[src/rtl/spi_reg_ctrl_pkg.sv]
// Shared types and constants for the SPI register controller.
// Latency: n/a (declarations only).
// Backpressure: n/a.
package spi_reg_ctrl_pkg;

    localparam int DATA_W      = 8;
    localparam int CNT_W       = $clog2(DATA_W);

    // Command byte layout: [7] write flag, [6:AW] reserved (must be 0), [AW-1:0] address
    localparam int CMD_WR_BIT  = 7;
    localparam int CMD_RSV_MSB = 6;
    localparam int CMD_ADR_LSB = 0;

    typedef enum logic [2:0] {
        ST_IDLE   = 3'd0,
        ST_CMD    = 3'd1,
        ST_WDATA  = 3'd2,
        ST_RDATA  = 3'd3,
        ST_IGNORE = 3'd4
    } state_t;

endpackage

[src/rtl/spi_reg_ctrl_sync_edge.sv]
// Synchronises one asynchronous pin into clk and flags its rising/falling edges.
// Latency: sync level valid SYNC_STAGES clk after the pin; rise/fall are combinational on it.
// Backpressure: none; edges are single-cycle strobes.
module spi_sync_edge #(
    parameter int SYNC_STAGES = 2
) (
    input  logic clk,
    input  logic rst,
    input  logic din,
    output logic sync,
    output logic rise,
    output logic fall
);

    logic [SYNC_STAGES-1:0] chain;
    logic                   prev;

    // Shift the raw pin through the flop chain and keep the previous synced level
    always_ff @(posedge clk or posedge rst) begin
        if (rst) begin
            chain <= '0;
            prev  <= 1'b0;
        end else begin
            chain <= {chain[SYNC_STAGES-2:0], din};
            prev  <= chain[SYNC_STAGES-1];
        end
    end

    assign sync = chain[SYNC_STAGES-1];
    assign rise = sync & ~prev;
    assign fall = ~sync & prev;

endmodule

[src/rtl/spi_reg_ctrl.sv]
// SPI mode-0 slave that decodes framed read/write commands into a small register bank.
// Latency: SYNC_STAGES+1 clk from a pin edge to its effect; writes commit one clk after the 8th rise.
// Backpressure: none; the SPI master must keep f_sclk <= f_clk/4.
module spi_reg_ctrl
    import spi_reg_ctrl_pkg::*;
#(
    parameter int NREGS       = 4,
    parameter int AW          = 2,
    parameter int SYNC_STAGES = 2
) (
    input  logic       clk,
    input  logic       rst,
    input  logic       ss,
    input  logic       sclk,
    input  logic       mosi,
    output logic       miso,
    output logic [6:0] out,
    output logic       frame_err
);

    logic                   ss_s;
    logic                   ss_rise;
    logic                   ss_fall;
    logic                   sclk_lvl_unused;
    logic                   sclk_rise;
    logic                   sclk_fall;
    logic [SYNC_STAGES-1:0] mosi_chain;
    logic                   mosi_s;

    state_t                 state;
    state_t                 state_nxt;
    logic [CNT_W-1:0]       bit_cnt;
    logic [DATA_W-2:0]      rx_shift;
    logic [DATA_W-2:0]      tx_shift;
    logic [DATA_W-1:0]      rx_byte;
    logic [DATA_W-1:0]      wr_dat;
    logic                   wr_pend;
    logic [AW-1:0]          addr;
    logic [AW-1:0]          addr_inc;
    logic [AW-1:0]          cmd_addr;
    logic                   cmd_rsv;
    logic                   in_frame;
    logic                   byte_done;
    logic [DATA_W-1:0]      regs [NREGS];

    spi_sync_edge #(.SYNC_STAGES(SYNC_STAGES)) u_ss_sync (
        .clk  (clk),
        .rst  (rst),
        .din  (ss),
        .sync (ss_s),
        .rise (ss_rise),
        .fall (ss_fall)
    );

    spi_sync_edge #(.SYNC_STAGES(SYNC_STAGES)) u_sclk_sync (
        .clk  (clk),
        .rst  (rst),
        .din  (sclk),
        .sync (sclk_lvl_unused),
        .rise (sclk_rise),
        .fall (sclk_fall)
    );

    // mosi only needs the same delay as sclk so it lines up with the synced rise
    always_ff @(posedge clk or posedge rst) begin
        if (rst) begin
            mosi_chain <= '0;
        end else begin
            mosi_chain <= {mosi_chain[SYNC_STAGES-2:0], mosi};
        end
    end

    assign mosi_s    = mosi_chain[SYNC_STAGES-1];

    // The byte as it stands once the current rise's bit is shifted in
    assign rx_byte   = {rx_shift, mosi_s};
    assign cmd_addr  = rx_byte[CMD_ADR_LSB +: AW];
    assign cmd_rsv   = |rx_byte[CMD_RSV_MSB:AW];
    assign addr_inc  = addr + AW'(1);
    assign in_frame  = (state == ST_CMD) || (state == ST_WDATA) || (state == ST_RDATA);
    assign byte_done = in_frame && sclk_rise && (bit_cnt == CNT_W'(DATA_W - 1));

    // State register
    always_ff @(posedge clk or posedge rst) begin
        if (rst) begin
            state <= ST_IDLE;
        end else begin
            state <= state_nxt;
        end
    end

    // Next state: ss high wins over everything, otherwise decode on command completion
    always_comb begin
        state_nxt = state;
        if (ss_s) begin
            state_nxt = ST_IDLE;
        end else begin
            case (state)
                ST_IDLE: begin
                    if (ss_fall) begin
                        state_nxt = ST_CMD;
                    end
                end
                ST_CMD: begin
                    if (byte_done) begin
                        if (cmd_rsv) begin
                            state_nxt = ST_IGNORE;
                        end else if (rx_byte[CMD_WR_BIT]) begin
                            state_nxt = ST_WDATA;
                        end else begin
                            state_nxt = ST_RDATA;
                        end
                    end
                end
                default: state_nxt = state;
            endcase
        end
    end

    // Shift registers, bit counter, burst address, register bank and outputs
    always_ff @(posedge clk or posedge rst) begin
        if (rst) begin
            bit_cnt   <= '0;
            rx_shift  <= '0;
            tx_shift  <= '0;
            wr_dat    <= '0;
            wr_pend   <= 1'b0;
            addr      <= '0;
            miso      <= 1'b0;
            out       <= '0;
            frame_err <= 1'b0;
            for (int i = 0; i < NREGS; i++) begin
                regs[i] <= '0;
            end
        end else begin
            frame_err <= 1'b0;
            wr_pend   <= 1'b0;
            out       <= regs[0][6:0];

            // A completed write byte lands here, ahead of any later reload of the same address
            if (wr_pend) begin
                regs[addr] <= wr_dat;
                addr       <= addr_inc;
            end

            if (ss_s) begin
                // Frame closed: a byte left half-shifted is reported and dropped
                if (ss_rise && in_frame && (bit_cnt != '0)) begin
                    frame_err <= 1'b1;
                end
                bit_cnt  <= '0;
                rx_shift <= '0;
                tx_shift <= '0;
                miso     <= 1'b0;
            end else if (state == ST_IDLE) begin
                bit_cnt  <= '0;
                rx_shift <= '0;
                tx_shift <= '0;
                miso     <= 1'b0;
            end else if (in_frame && sclk_rise) begin
                rx_shift <= rx_byte[DATA_W-2:0];
                bit_cnt  <= bit_cnt + CNT_W'(1);
                if (byte_done) begin
                    case (state)
                        ST_CMD: begin
                            if (cmd_rsv) begin
                                frame_err <= 1'b1;
                            end else begin
                                addr <= cmd_addr;
                                if (!rx_byte[CMD_WR_BIT]) begin
                                    tx_shift <= regs[cmd_addr][DATA_W-2:0];
                                    miso     <= regs[cmd_addr][DATA_W-1];
                                end
                            end
                        end
                        ST_WDATA: begin
                            wr_pend <= 1'b1;
                            wr_dat  <= rx_byte;
                        end
                        ST_RDATA: begin
                            tx_shift <= regs[addr_inc][DATA_W-2:0];
                            miso     <= regs[addr_inc][DATA_W-1];
                            addr     <= addr_inc;
                        end
                        default: begin
                        end
                    endcase
                end
            end else if ((state == ST_RDATA) && sclk_fall && (bit_cnt != '0)) begin
                // The fall right after a byte boundary keeps the freshly loaded MSB on miso
                miso     <= tx_shift[DATA_W-2];
                tx_shift <= {tx_shift[DATA_W-3:0], 1'b0};
            end
        end
    end

endmodule

[config.mk]
export PLATFORM = sky130hd
export DESIGN_NAME = spi_reg_ctrl
export DESIGN_NICKNAME = d
export VERILOG_FILES = /design/src/rtl/spi_reg_ctrl_pkg.sv /design/src/rtl/spi_reg_ctrl_sync_edge.sv /design/src/rtl/spi_reg_ctrl.sv
export SDC_FILE = /design/constraint.sdc
export NUM_CORES = 1
export LEC_CHECK = 0
export ABC_AREA = 1
export BUFFER_PORTS_ARGS = -buffer_cell sky130_fd_sc_hd__clkbuf_2
export CORE_AREA = 3 3 106 82
export CTS_CLUSTER_SIZE = 28
export DETAILED_ROUTE_END_ITERATION = 12
export DIE_AREA = 0 0 109 85
export PLACE_DENSITY = 0.66
export SETUP_SLACK_MARGIN = 0.4
export SYNTH_ARGS = -nofsm -noshare
export SYNTH_HDL_FRONTEND = slang
export SYNTH_SLANG_ARGS = --single-unit
export TNS_END_PERCENT = 1
[constraint.sdc]
create_clock -name clk -period 6 [get_ports clk]
set_clock_uncertainty 0.15 [all_clocks]
set_input_delay 0.3 -clock clk [delete_from_list [all_inputs] [get_ports clk]]
set_output_delay 0.3 -clock clk [all_outputs]
set_load 0.005 [all_outputs]
==> metrics <==
I/O Pins 14; Slew Limit Headroom 34.1%; Crit path largest cell delay 0.78 ns; fmax 374 MHz; initial antenna violation count 0; sequential fraction of the synthesis area 52.0%; Synth Instances 464; placed cell count 564; crit path max fanout 21; Max clock buf depth 2; final setup fails 0; Hold/Removal Path Class primary input to async pin; Clock Latency Late Sink 0.35 ns; max cap viols 0; Syn Nets 476; # rows 28; Cell Chain, Critical Path inv_2 -> ha_1 -> clkinv_1 -> nand3_1 -> nand3_1 -> nand3_1 -> nand2_1 -> o21ai_2; PortBufs 13; pin count of the biggest net entering global routing 81; CP most frequent cell nand3_1; Leak Pwr 1.89 nW; Synth cell types 27; EDFF count, synth 0; starting DRC count in detailed routing 283; drc violations 0; period utilisation layout 44.5%; Ys Warns 0; slowest CP cell dfrtp_1; Clock Sinks 80; Setup Crit Path Kind register to register; diode count 0; post-CTS setup buffers 0; Startpoint Class register; TritonCTS buffer count 9; FF-to-FF setup slack 3.33 ns; Least-Margin Pin Slew 0.989 ns; Final #Nets 485; post-route insts no fill 582; Area contributors post-synth dfrtp_1 (52%), nand2_1 (15%), nand3_1 (7.9%); H-tree level count 3; Sum Neg Setup Slack 0 ns; peak supply drop 0.000137 V; Power Total 0.00104 W; Cell Pwr Density 249 nW/um2; CTS Root Cell clkbuf_8; wirelength, routed 8600 um; dpl hpwl 5910 um; Clock transition at path regs 0.08 ns; area of the core 7810 um2; run status completed; synth cell count leaders nand2_1 (152), dfrtp_1 (80), nand3_1 (61), o21ai_0 (46), inv_1 (32); CTS tree yes; Initial Utilization 49.3%; FFs w/ async S/R, synth 100%; GPL Wtd Cong 0.948; CP endpoint kind register; mapped cell area 3850 um2; DR WL/cell 14.8 um; Synth area leader dfrtp_1; Area Overhead vs Synth 8.81%; Synth top area share 52.0%; chip width 109 um; first-pass GRT wire length 14600 um; post-synthesis area per instance 8.29 um2; minimum clock period 2.67 ns; count leader, synth nand2_1; Worst EP arrival 2.80 ns; Die Height 85 um; Slew Limit Fails 0; DR vias/cell 5.32; GRT overflow 0; layout cell share with drive strength beyond 1 11.9%; Vias 3096; Req. time, crit path 6.13 ns; vias in the first global route 2958; Final ANT Viol Nets 0; drt pass-1 iters 5; unrepaired setup endpoints after global routing false; die area 9270 um2; count of state elements after synthesis 80; Synth Flop Type dfrtp_1; GRT Total Usage 20.4%; Fin. Hold Viols 0
-- placed cells by master, fill, tap and decap left out, types with 4 or more instances in the layout --
master,count
nand2_1,152
nand3_1,61
a21oi_1,4
nor2_1,21
ha_1,7
nand4_1,4
nand2_2,4
clkbuf_8,10
o21ai_2,7
clkbuf_2,13
inv_1,31
o22ai_1,7
dfrtp_1,80
inv_2,5
o21ai_0,46
-- timing repair --
item                      CTS  global route
resized for setup           0             0
hold endpoints to repair    3             0
hold buffers                3             0
-- layout make-up --
| class | instances | area, um2 |
|---|---|---|
| clock buffer | 10 | 138 |
| clock inverter | 5 | 81.3 |
| fill | 721 | 3620 |
| inverter | 39 | 148 |
| multi-input combinational | 326 | 1590 |
| sequential | 80 | 2000 |
| tap | 105 | 131 |
| timing repair buffer | 17 | 103 |
-- flip-flops by register name, summed over array words and instances (netlist names) --
register	count
regs	32
wr_dat	8
out	7
rx_shift	7
tx_shift	7
bit_cnt	3
state	3
addr	2
mosi_chain	2
u_sclk_sync.chain	2
u_ss_sync.chain	2
frame_err	1
miso	1
u_sclk_sync.prev	1
u_ss_sync.prev	1
wr_pend	1
-- where the power goes --
group          total (W)  internal [W]  switching (W)
Clock           0.000438      0.000243       0.000195
Sequential      0.000550      0.000544     0.00000607
Combinational  0.0000543     0.0000140      0.0000403
-- stage by stage --
| stage | utilization (%) | hold slack [ns] | cell area [um2] | worst slack (ns) |
|---|---|---|---|---|
| finish | 53.6 | 0.0778 | 4190 | 3.33 |
| global route | 53.6 | 0.173 | 4190 | 3.06 |
| CTS | 53.6 | 0.124 | 4190 | 3.38 |
| detailed placement | 50.4 | 0.185 | 3940 | 3.40 |
| global placement | 50.4 | 0.184 | 3940 | 3.53 |
| floorplan | - | 0.181 | 3850 | 3.50 |
-- per-layer routing --
metal / vias up / global-route usage (%) / part of all wire (%)
met2: 107 / 29.3 / 43
met3: 27 / 5.02 / 5.7
met5: - / 0 / 0
li1: 1511 / - / -
met1: 1451 / 29.4 / 49
met4: 0 / 8.37 / 2.6
-- worst max-delay path: cells and delay by family, from the launching register on --
family | cells | cell delay [ns]
and+or+nand+nor | 4 | 0.40
DFF | 1 | 0.78
AOI/OAI and AO/OA | 1 | 0.12
buffers and inverters | 2 | 0.59
adders and majority gates | 1 | 0.55
-- final timing paths --
kind | to | depth (start not counted) | startpoint
max reg2reg | miso | 8 | addr[0]
max in group asynchronous | u_ss_sync.prev | 3 | rst
min reg2reg | u_ss_sync.chain[1] | 0 | u_ss_sync.chain[0]
max | miso | 8 | addr[0]
min | mosi_chain[0] | 3 | rst
min in group clk | u_ss_sync.chain[1] | 0 | u_ss_sync.chain[0]
-- kinds of logic after synthesis --
kind of cell               share of synthesized area, %
adders and majority gates                          2.28
and+or+nand+nor                                    29.3
buffers and inverters                              6.79
AOI/OAI and AO/OA                                  9.36
xor gates and xnor gates                          0.228
DFF                                                52.0
(Power assumes the default switching activity.)
